===== src/rtl/regs_if.sv =====
// -----------------------------------------------------------------------------
// regs_if -- bus bundle between the pipeline (id/ex stages) and the register
// file.
//
// Signals:
//   reg1_raddr_i / reg2_raddr_i  read addresses (rs1 / rs2 from the id stage)
//   reg1_rdata_o / reg2_rdata_o  read data returned by the register file
//   reg_waddr_i / reg_wdata_i    write address / data (ex stage rd_addr/rd_data)
//   reg_wen_i                    write enable (ex stage rd_wen)
//   regs_ready_o                 register file finished its clear sequence
//
// Modports:
//   master  pipeline side: drives addresses and writes, observes data/ready
//   slave   register file side
// -----------------------------------------------------------------------------
interface regs_if;
  logic [4:0]  reg1_raddr_i;
  logic [4:0]  reg2_raddr_i;
  logic [31:0] reg1_rdata_o;
  logic [31:0] reg2_rdata_o;
  logic [4:0]  reg_waddr_i;
  logic [31:0] reg_wdata_i;
  logic        reg_wen_i;
  logic        regs_ready_o;

  modport master (
    output reg1_raddr_i, reg2_raddr_i, reg_waddr_i, reg_wdata_i, reg_wen_i,
    input  reg1_rdata_o, reg2_rdata_o, regs_ready_o
  );

  modport slave (
    input  reg1_raddr_i, reg2_raddr_i, reg_waddr_i, reg_wdata_i, reg_wen_i,
    output reg1_rdata_o, reg2_rdata_o, regs_ready_o
  );
endinterface


===== src/rtl/regs.sv =====
// -----------------------------------------------------------------------------
// regs -- 31 x 32-bit integer register file (x1..x31, x0 hard-wired to zero)
// with two combinational read ports, one write port and a post-reset clear
// sequence that loads CLR_VALUE into every register, one per clock.
//
// Ports:
//   clk  single clock, all state changes on its rising edge
//   rst  synchronous active-high reset; restarts the clear sequence
//   bus  regs_if.slave: read ports, write port, regs_ready_o
//
// Parameter:
//   CLR_VALUE  value written into x1..x31 by the clear sequence
//
// Optional feature:
//   REGS_BYPASS_EN  when defined, a write in flight is forwarded to any read
//                   port addressing the same (non-zero) register in the same
//                   cycle. Default build: reads return stored values only.
// -----------------------------------------------------------------------------
module regs #(
  parameter logic [31:0] CLR_VALUE = 32'h0000_0000
) (
  input  logic clk,
  input  logic rst,
  regs_if.slave bus
);

  localparam logic [0:0] CLEAR = 1'b0;
  localparam logic [0:0] RUN   = 1'b1;

  logic [0:0]  state;
  logic [4:0]  clr_cnt;
  logic        ready_q;
  logic [31:0] mem [1:31];
  logic        run_active;
  logic        wr_commit;

  // Reads and writes are only honoured once the clear sequence is complete
  // and reset is not being held; this also keeps uncleared storage (X) from
  // ever reaching the read ports.
  assign run_active = (state == RUN) && !rst;
  assign wr_commit  = run_active && bus.reg_wen_i && (bus.reg_waddr_i != 5'd0);

  // Control: CLEAR walks clr_cnt from 1 up to 31, then parks in RUN.
  // clr_cnt holds at 31 in RUN so it never wraps back onto x0.
  always_ff @(posedge clk) begin
    if (rst) begin
      state   <= CLEAR;
      clr_cnt <= 5'd1;
      ready_q <= 1'b0;
    end else if (state == CLEAR) begin
      if (clr_cnt == 5'd31) begin
        state   <= RUN;
        ready_q <= 1'b1;
      end else begin
        clr_cnt <= clr_cnt + 5'd1;
      end
    end
  end

  // Storage: the clear sequence owns the array in CLEAR, the write port owns
  // it in RUN. Reset itself leaves the contents alone.
  always_ff @(posedge clk) begin
    if (!rst) begin
      if (state == CLEAR) begin
        mem[clr_cnt] <= CLR_VALUE;
      end else if (wr_commit) begin
        mem[bus.reg_waddr_i] <= bus.reg_wdata_i;
      end
    end
  end

  assign bus.regs_ready_o = ready_q;

  // Read port 1: zero-latency lookup, x0 and non-RUN cycles read as zero.
  always_comb begin
    bus.reg1_rdata_o = 32'h0;
    if (run_active && (bus.reg1_raddr_i != 5'd0)) begin
`ifdef REGS_BYPASS_EN
      if (wr_commit && (bus.reg_waddr_i == bus.reg1_raddr_i)) begin
        bus.reg1_rdata_o = bus.reg_wdata_i;
      end else begin
        bus.reg1_rdata_o = mem[bus.reg1_raddr_i];
      end
`else
      bus.reg1_rdata_o = mem[bus.reg1_raddr_i];
`endif
    end
  end

  // Read port 2: identical to port 1 but fully independent of it.
  always_comb begin
    bus.reg2_rdata_o = 32'h0;
    if (run_active && (bus.reg2_raddr_i != 5'd0)) begin
`ifdef REGS_BYPASS_EN
      if (wr_commit && (bus.reg_waddr_i == bus.reg2_raddr_i)) begin
        bus.reg2_rdata_o = bus.reg_wdata_i;
      end else begin
        bus.reg2_rdata_o = mem[bus.reg2_raddr_i];
      end
`else
      bus.reg2_rdata_o = mem[bus.reg2_raddr_i];
`endif
    end
  end

endmodule


===== src/flat_wrapper.sv =====
// flat-port wrapper written by rule: the top's interface ports become plain ports
module regs_flat 
#(
  parameter logic [31:0] CLR_VALUE = 32'h0000_0000
)
  (clk, rst, bus_reg1_raddr_i, bus_reg2_raddr_i, bus_reg_waddr_i, bus_reg_wdata_i, bus_reg_wen_i, bus_reg1_rdata_o, bus_reg2_rdata_o, bus_regs_ready_o);
  regs_if bus_i ();
  input  logic clk;
  input  logic rst;
  input wire logic [$bits(bus_i.reg1_raddr_i)-1:0] bus_reg1_raddr_i;
  input wire logic [$bits(bus_i.reg2_raddr_i)-1:0] bus_reg2_raddr_i;
  input wire logic [$bits(bus_i.reg_waddr_i)-1:0] bus_reg_waddr_i;
  input wire logic [$bits(bus_i.reg_wdata_i)-1:0] bus_reg_wdata_i;
  input wire logic [$bits(bus_i.reg_wen_i)-1:0] bus_reg_wen_i;
  output wire logic [$bits(bus_i.reg1_rdata_o)-1:0] bus_reg1_rdata_o;
  output wire logic [$bits(bus_i.reg2_rdata_o)-1:0] bus_reg2_rdata_o;
  output wire logic [$bits(bus_i.regs_ready_o)-1:0] bus_regs_ready_o;
  assign bus_i.reg1_raddr_i = bus_reg1_raddr_i;
  assign bus_i.reg2_raddr_i = bus_reg2_raddr_i;
  assign bus_i.reg_waddr_i = bus_reg_waddr_i;
  assign bus_i.reg_wdata_i = bus_reg_wdata_i;
  assign bus_i.reg_wen_i = bus_reg_wen_i;
  assign bus_reg1_rdata_o = bus_i.reg1_rdata_o;
  assign bus_reg2_rdata_o = bus_i.reg2_rdata_o;
  assign bus_regs_ready_o = bus_i.regs_ready_o;
  regs #(.CLR_VALUE(CLR_VALUE)) u_core (.clk(clk), .rst(rst), .bus(bus_i));
endmodule

===== config.mk =====
export PLATFORM = sky130hd
export DESIGN_NAME = regs_flat
export DESIGN_NICKNAME = d
export VERILOG_FILES = /design/src/rtl/regs_if.sv /design/src/rtl/regs.sv /design/src/flat_wrapper.sv
export SDC_FILE = /design/constraint.sdc
export NUM_CORES = 1
export LEC_CHECK = 0
export CORE_ASPECT_RATIO = 0.9
export CORE_UTILIZATION = 45
export DETAILED_ROUTE_END_ITERATION = 6
export GPL_ROUTABILITY_DRIVEN = 1
export PLACE_DENSITY_LB_ADDON = 0.08
export SLEW_MARGIN = 20
export SYNTH_ARGS = -nofsm -noshare
export SYNTH_HDL_FRONTEND = slang
export SYNTH_SLANG_ARGS = --single-unit

===== constraint.sdc =====
create_clock -name clk -period 5 [get_ports clk]
set_input_delay 1 -clock clk [delete_from_list [all_inputs] [get_ports clk]]
set_output_delay 1 -clock clk [all_outputs]
set_load 0.1 [all_outputs]

==> metrics.txt <==
status=finished with violations; failing checks=DRC; aggregate global routing overflow=0; crit end category=primary output; DP Wirelength=slightly below 100000 µm; CTS Hold Bufs=0; initial antenna violation count=5; Max Root-Sink Buffers=3; Hold/Removal Path Class=flip-flop to flip-flop; DRC errors left=24; switching portion of total power=a little over a fifth; # H-tree levels=3; Net Sw Power=between 4 and 5 mW; final setup TNS=0 ns; internal power=14.6 mW; I/O Buffers=around 110; final hold violation count=0; Seq pwr share=around half; synthesized area=~47000 µm²; Netlist cell types=52; die height=308 µm; Synth Warn #=0; largest net degree at the start of global routing=56; CTS Root Cell=clkbuf_16; Clock transition at path regs=around 0.060 ns; Startpoint Class=input port; Layout area overhead=17.9%; routability cong.=0.866; worst path arrival time=3.59 ns; Final #Nets=between 3000 and 4000; gr usage total=approximately 30%; Core ar.=between 100000 and 150000 µm²; Die X=342 µm; Syn Area/Cell=around 17 µm²; fin. max-slew vios=0; power consumption=18.7 mW; WS Path Type=input port to primary output; Post-synth EDFFs=just under 1000; total of max-cap violations=0; Max Clk Rate=approximately 220 MHz; clock latency on the worst-skew pair=~0.70 ns; clk sinks=999; CTS tree=done; via count=29700; Initial Utilization=roughly 46%; synthesized netlist cell count=2766; Worst Path Required=roughly 4.0 ns; Final period util=between 90 and 100%; Leak Pwr=17.0 nW; share of cells above drive strength 1=between 20 and 30%; Hold Worst Slack=0.505 ns; final core occ=a little over half; # resized after CTS=0; worst-margin pin slew=1.07 ns; Post-Syn Nets=between 2000 and 3000; Final Cell Area=between 50000 and 60000 µm²; Final setup viols=0; Final min period=approximately 4.6 ns; clock skew=roughly 0.027 ns; Post-DP Area=around 52000 µm²; maximum fanout along the worst path=14; Vias/cell=approximately 6.7; RSZ-0062 raised after global routing=no; combinational share of power=~6.3%; Pwr Density=about 340 nW/µm²; Post CTS Setup Buffer Count=0; DRT iter0 DRCs=about 3500; Max-slew headroom=28.4%; FILL cells=8087; Die Area=~110000 µm²; first-pass detailed-route iteration total=7; CTS buffer count=about 110; sequential fraction of the synthesis area=64.0%; antenna-violating nets left=0; vias in the first global route=roughly 30000; io pins=roughly 120; final wirelength=around 160000 µm; asr flop ratio synth=0%; Site Rows=roughly 110; peak supply drop=between 200 and 300 µV; #FFs+latches synth=999; wire length per cell=~36 µm; first-pass GRT wire length=approximately 220000 µm; clock share of power=44.6%; top_reg_cell synth=edfxtp_1
==> cells by family (layout without fill, tap and decap cells) <==
kind of cell    after synthesis  count (layout)  share of synthesized area [%]
mux                         729             729                           22.8
buf+inv                     223             513                           2.73
flops                       999             999                           64.0
compound gates              541             541                           7.22
other cells                   0               2                              0
xor+xnor                      3               3                         0.0562
simple gates                269             269                           3.15
fa+ha+maj                     2               2                         0.0535
==> power by group through the flow <==
stage / Clock (mW) / Sequential, mW / Combinational, mW
5_1_grt: 8.71 / 9.20 / 1.21
4_1_cts: 8.41 / 9.19 / 1.16
2_1_floorplan: 0 / 9.36 / 0.735
6_report: 8.33 / 9.19 / 1.17
3_3_place_gp: 0 / 9.36 / 1.15
3_5_place_dp: 0 / 9.37 / 1.16
==> layout make-up <==
cell class                      count  area [µm²]  share of cell area (%)
Clock buffer                      130        2870                    5.20
Tap cell                         1356        1700                    3.08
Clock inverter                     63         778                    1.41
Sequential cell                   999       29900                    54.3
Inverter                            4        15.0                  0.0272
Multi-Input combinational cell   1544       16100                    29.1
Antenna cell                        2        5.00                 0.00907
Timing Repair Buffer              316        3800                    6.90
==> Yosys cell counts (all sizes together), types with 2 or more instances <==
library cell / instances / area, µm²
xnor2: 3 / 26.3
nand2b: 10 / 62.6
a22o: 10 / 87.6
nand2: 46 / 175
mux4: 256 / 5770
a21oi: 80 / 400
mux2i: 331 / 3310
nand3b: 4 / 30.0
a211oi: 41 / 308
and2: 32 / 200
mux2: 142 / 1600
nor2b: 43 / 269
o22ai: 183 / 1140
inv: 4 / 15.0
clkbuf: 92 / 349
a21boi: 2 / 26.3
nand3: 35 / 175
a221oi: 45 / 394
a31oi: 10 / 62.6
nor3: 14 / 75.1
o21ai: 132 / 661
o32ai: 3 / 26.3
dfxtp: 7 / 140
buf: 127 / 915
ha: 2 / 25.0
edfxtp: 992 / 29800
a22oi: 31 / 233
nor4: 34 / 263
nor2: 43 / 164
and3: 2 / 12.5
==> worst paths after layout <==
check,depth (start not counted),start,to,slack (ns)
worst max register to register,7,u_core.state,u_core.mem[16][5],1.75
worst min register to register,2,u_core.bus.regs_ready_o,u_core.bus.regs_ready_o,0.50
worst min-delay path,2,u_core.bus.regs_ready_o,u_core.bus.regs_ready_o,0.50
worst max-delay path,8,bus_reg1_raddr_i[4],bus_reg1_rdata_o[31],0.41
==> metrics by stage <==
step	setup slack [ns]	instances
after floorplan	-0.124	2766
after global placement	0.489	4219
after detailed placement	0.522	4219
after CTS	0.510	4412
after global routing	0.353	4412
final	0.409	4414
==> placed cells by master, fill, tap and decap left out, drive strengths merged, types with 2 or more instances in the layout <==
cell / instances
xnor2: 3
o32ai: 3
nand2b: 10
a221oi: 45
a22o: 10
mux4: 256
a211oi: 41
clkinvlp: 5
mux2i: 331
nand2: 46
a21oi: 80
clkdlybuf4s50: 43
and2: 32
ha: 2
inv: 5
a22oi: 31
bufinv: 19
mux2: 142
buf: 271
nor4: 34
nor3: 14
edfxtp: 992
o21ai: 132
a21boi: 2
dfxtp: 7
a31oi: 10
diode: 2
clkbuf: 132
nand3: 35
clkinv: 38
nor2b: 43
nand3b: 4
o22ai: 183
nor2: 43
and3: 2
==> critical path: stages <==
cell and delay (ns):
clkdlybuf4s50_1 0.61, nor2_1 0.27, nand3_2 0.52, buf_12 0.40
o22ai_1 0.17, o21ai_0 0.18, nand3_1 0.24, buf_12 0.20
==> routing by layer <==
layer | global-route usage (%) | wire length (µm) | share of wire (%)
met1 | 42.5 | 64900 | 41
met2 | 48.1 | 75300 | 47
met3 | 5.26 | 14100 | 8.9
met4 | 9.76 | 5450 | 3.4
met5 | 0 | 30 | 0.019
==> state kept, by name, indices dropped and copies added (netlist names) <==
name,cells
u_core.bus.regs_ready_o,1
u_core.mem,992
u_core.state,1
u_core.clr_cnt,5
No activity file was read; power rests on OpenSTA's default activity.
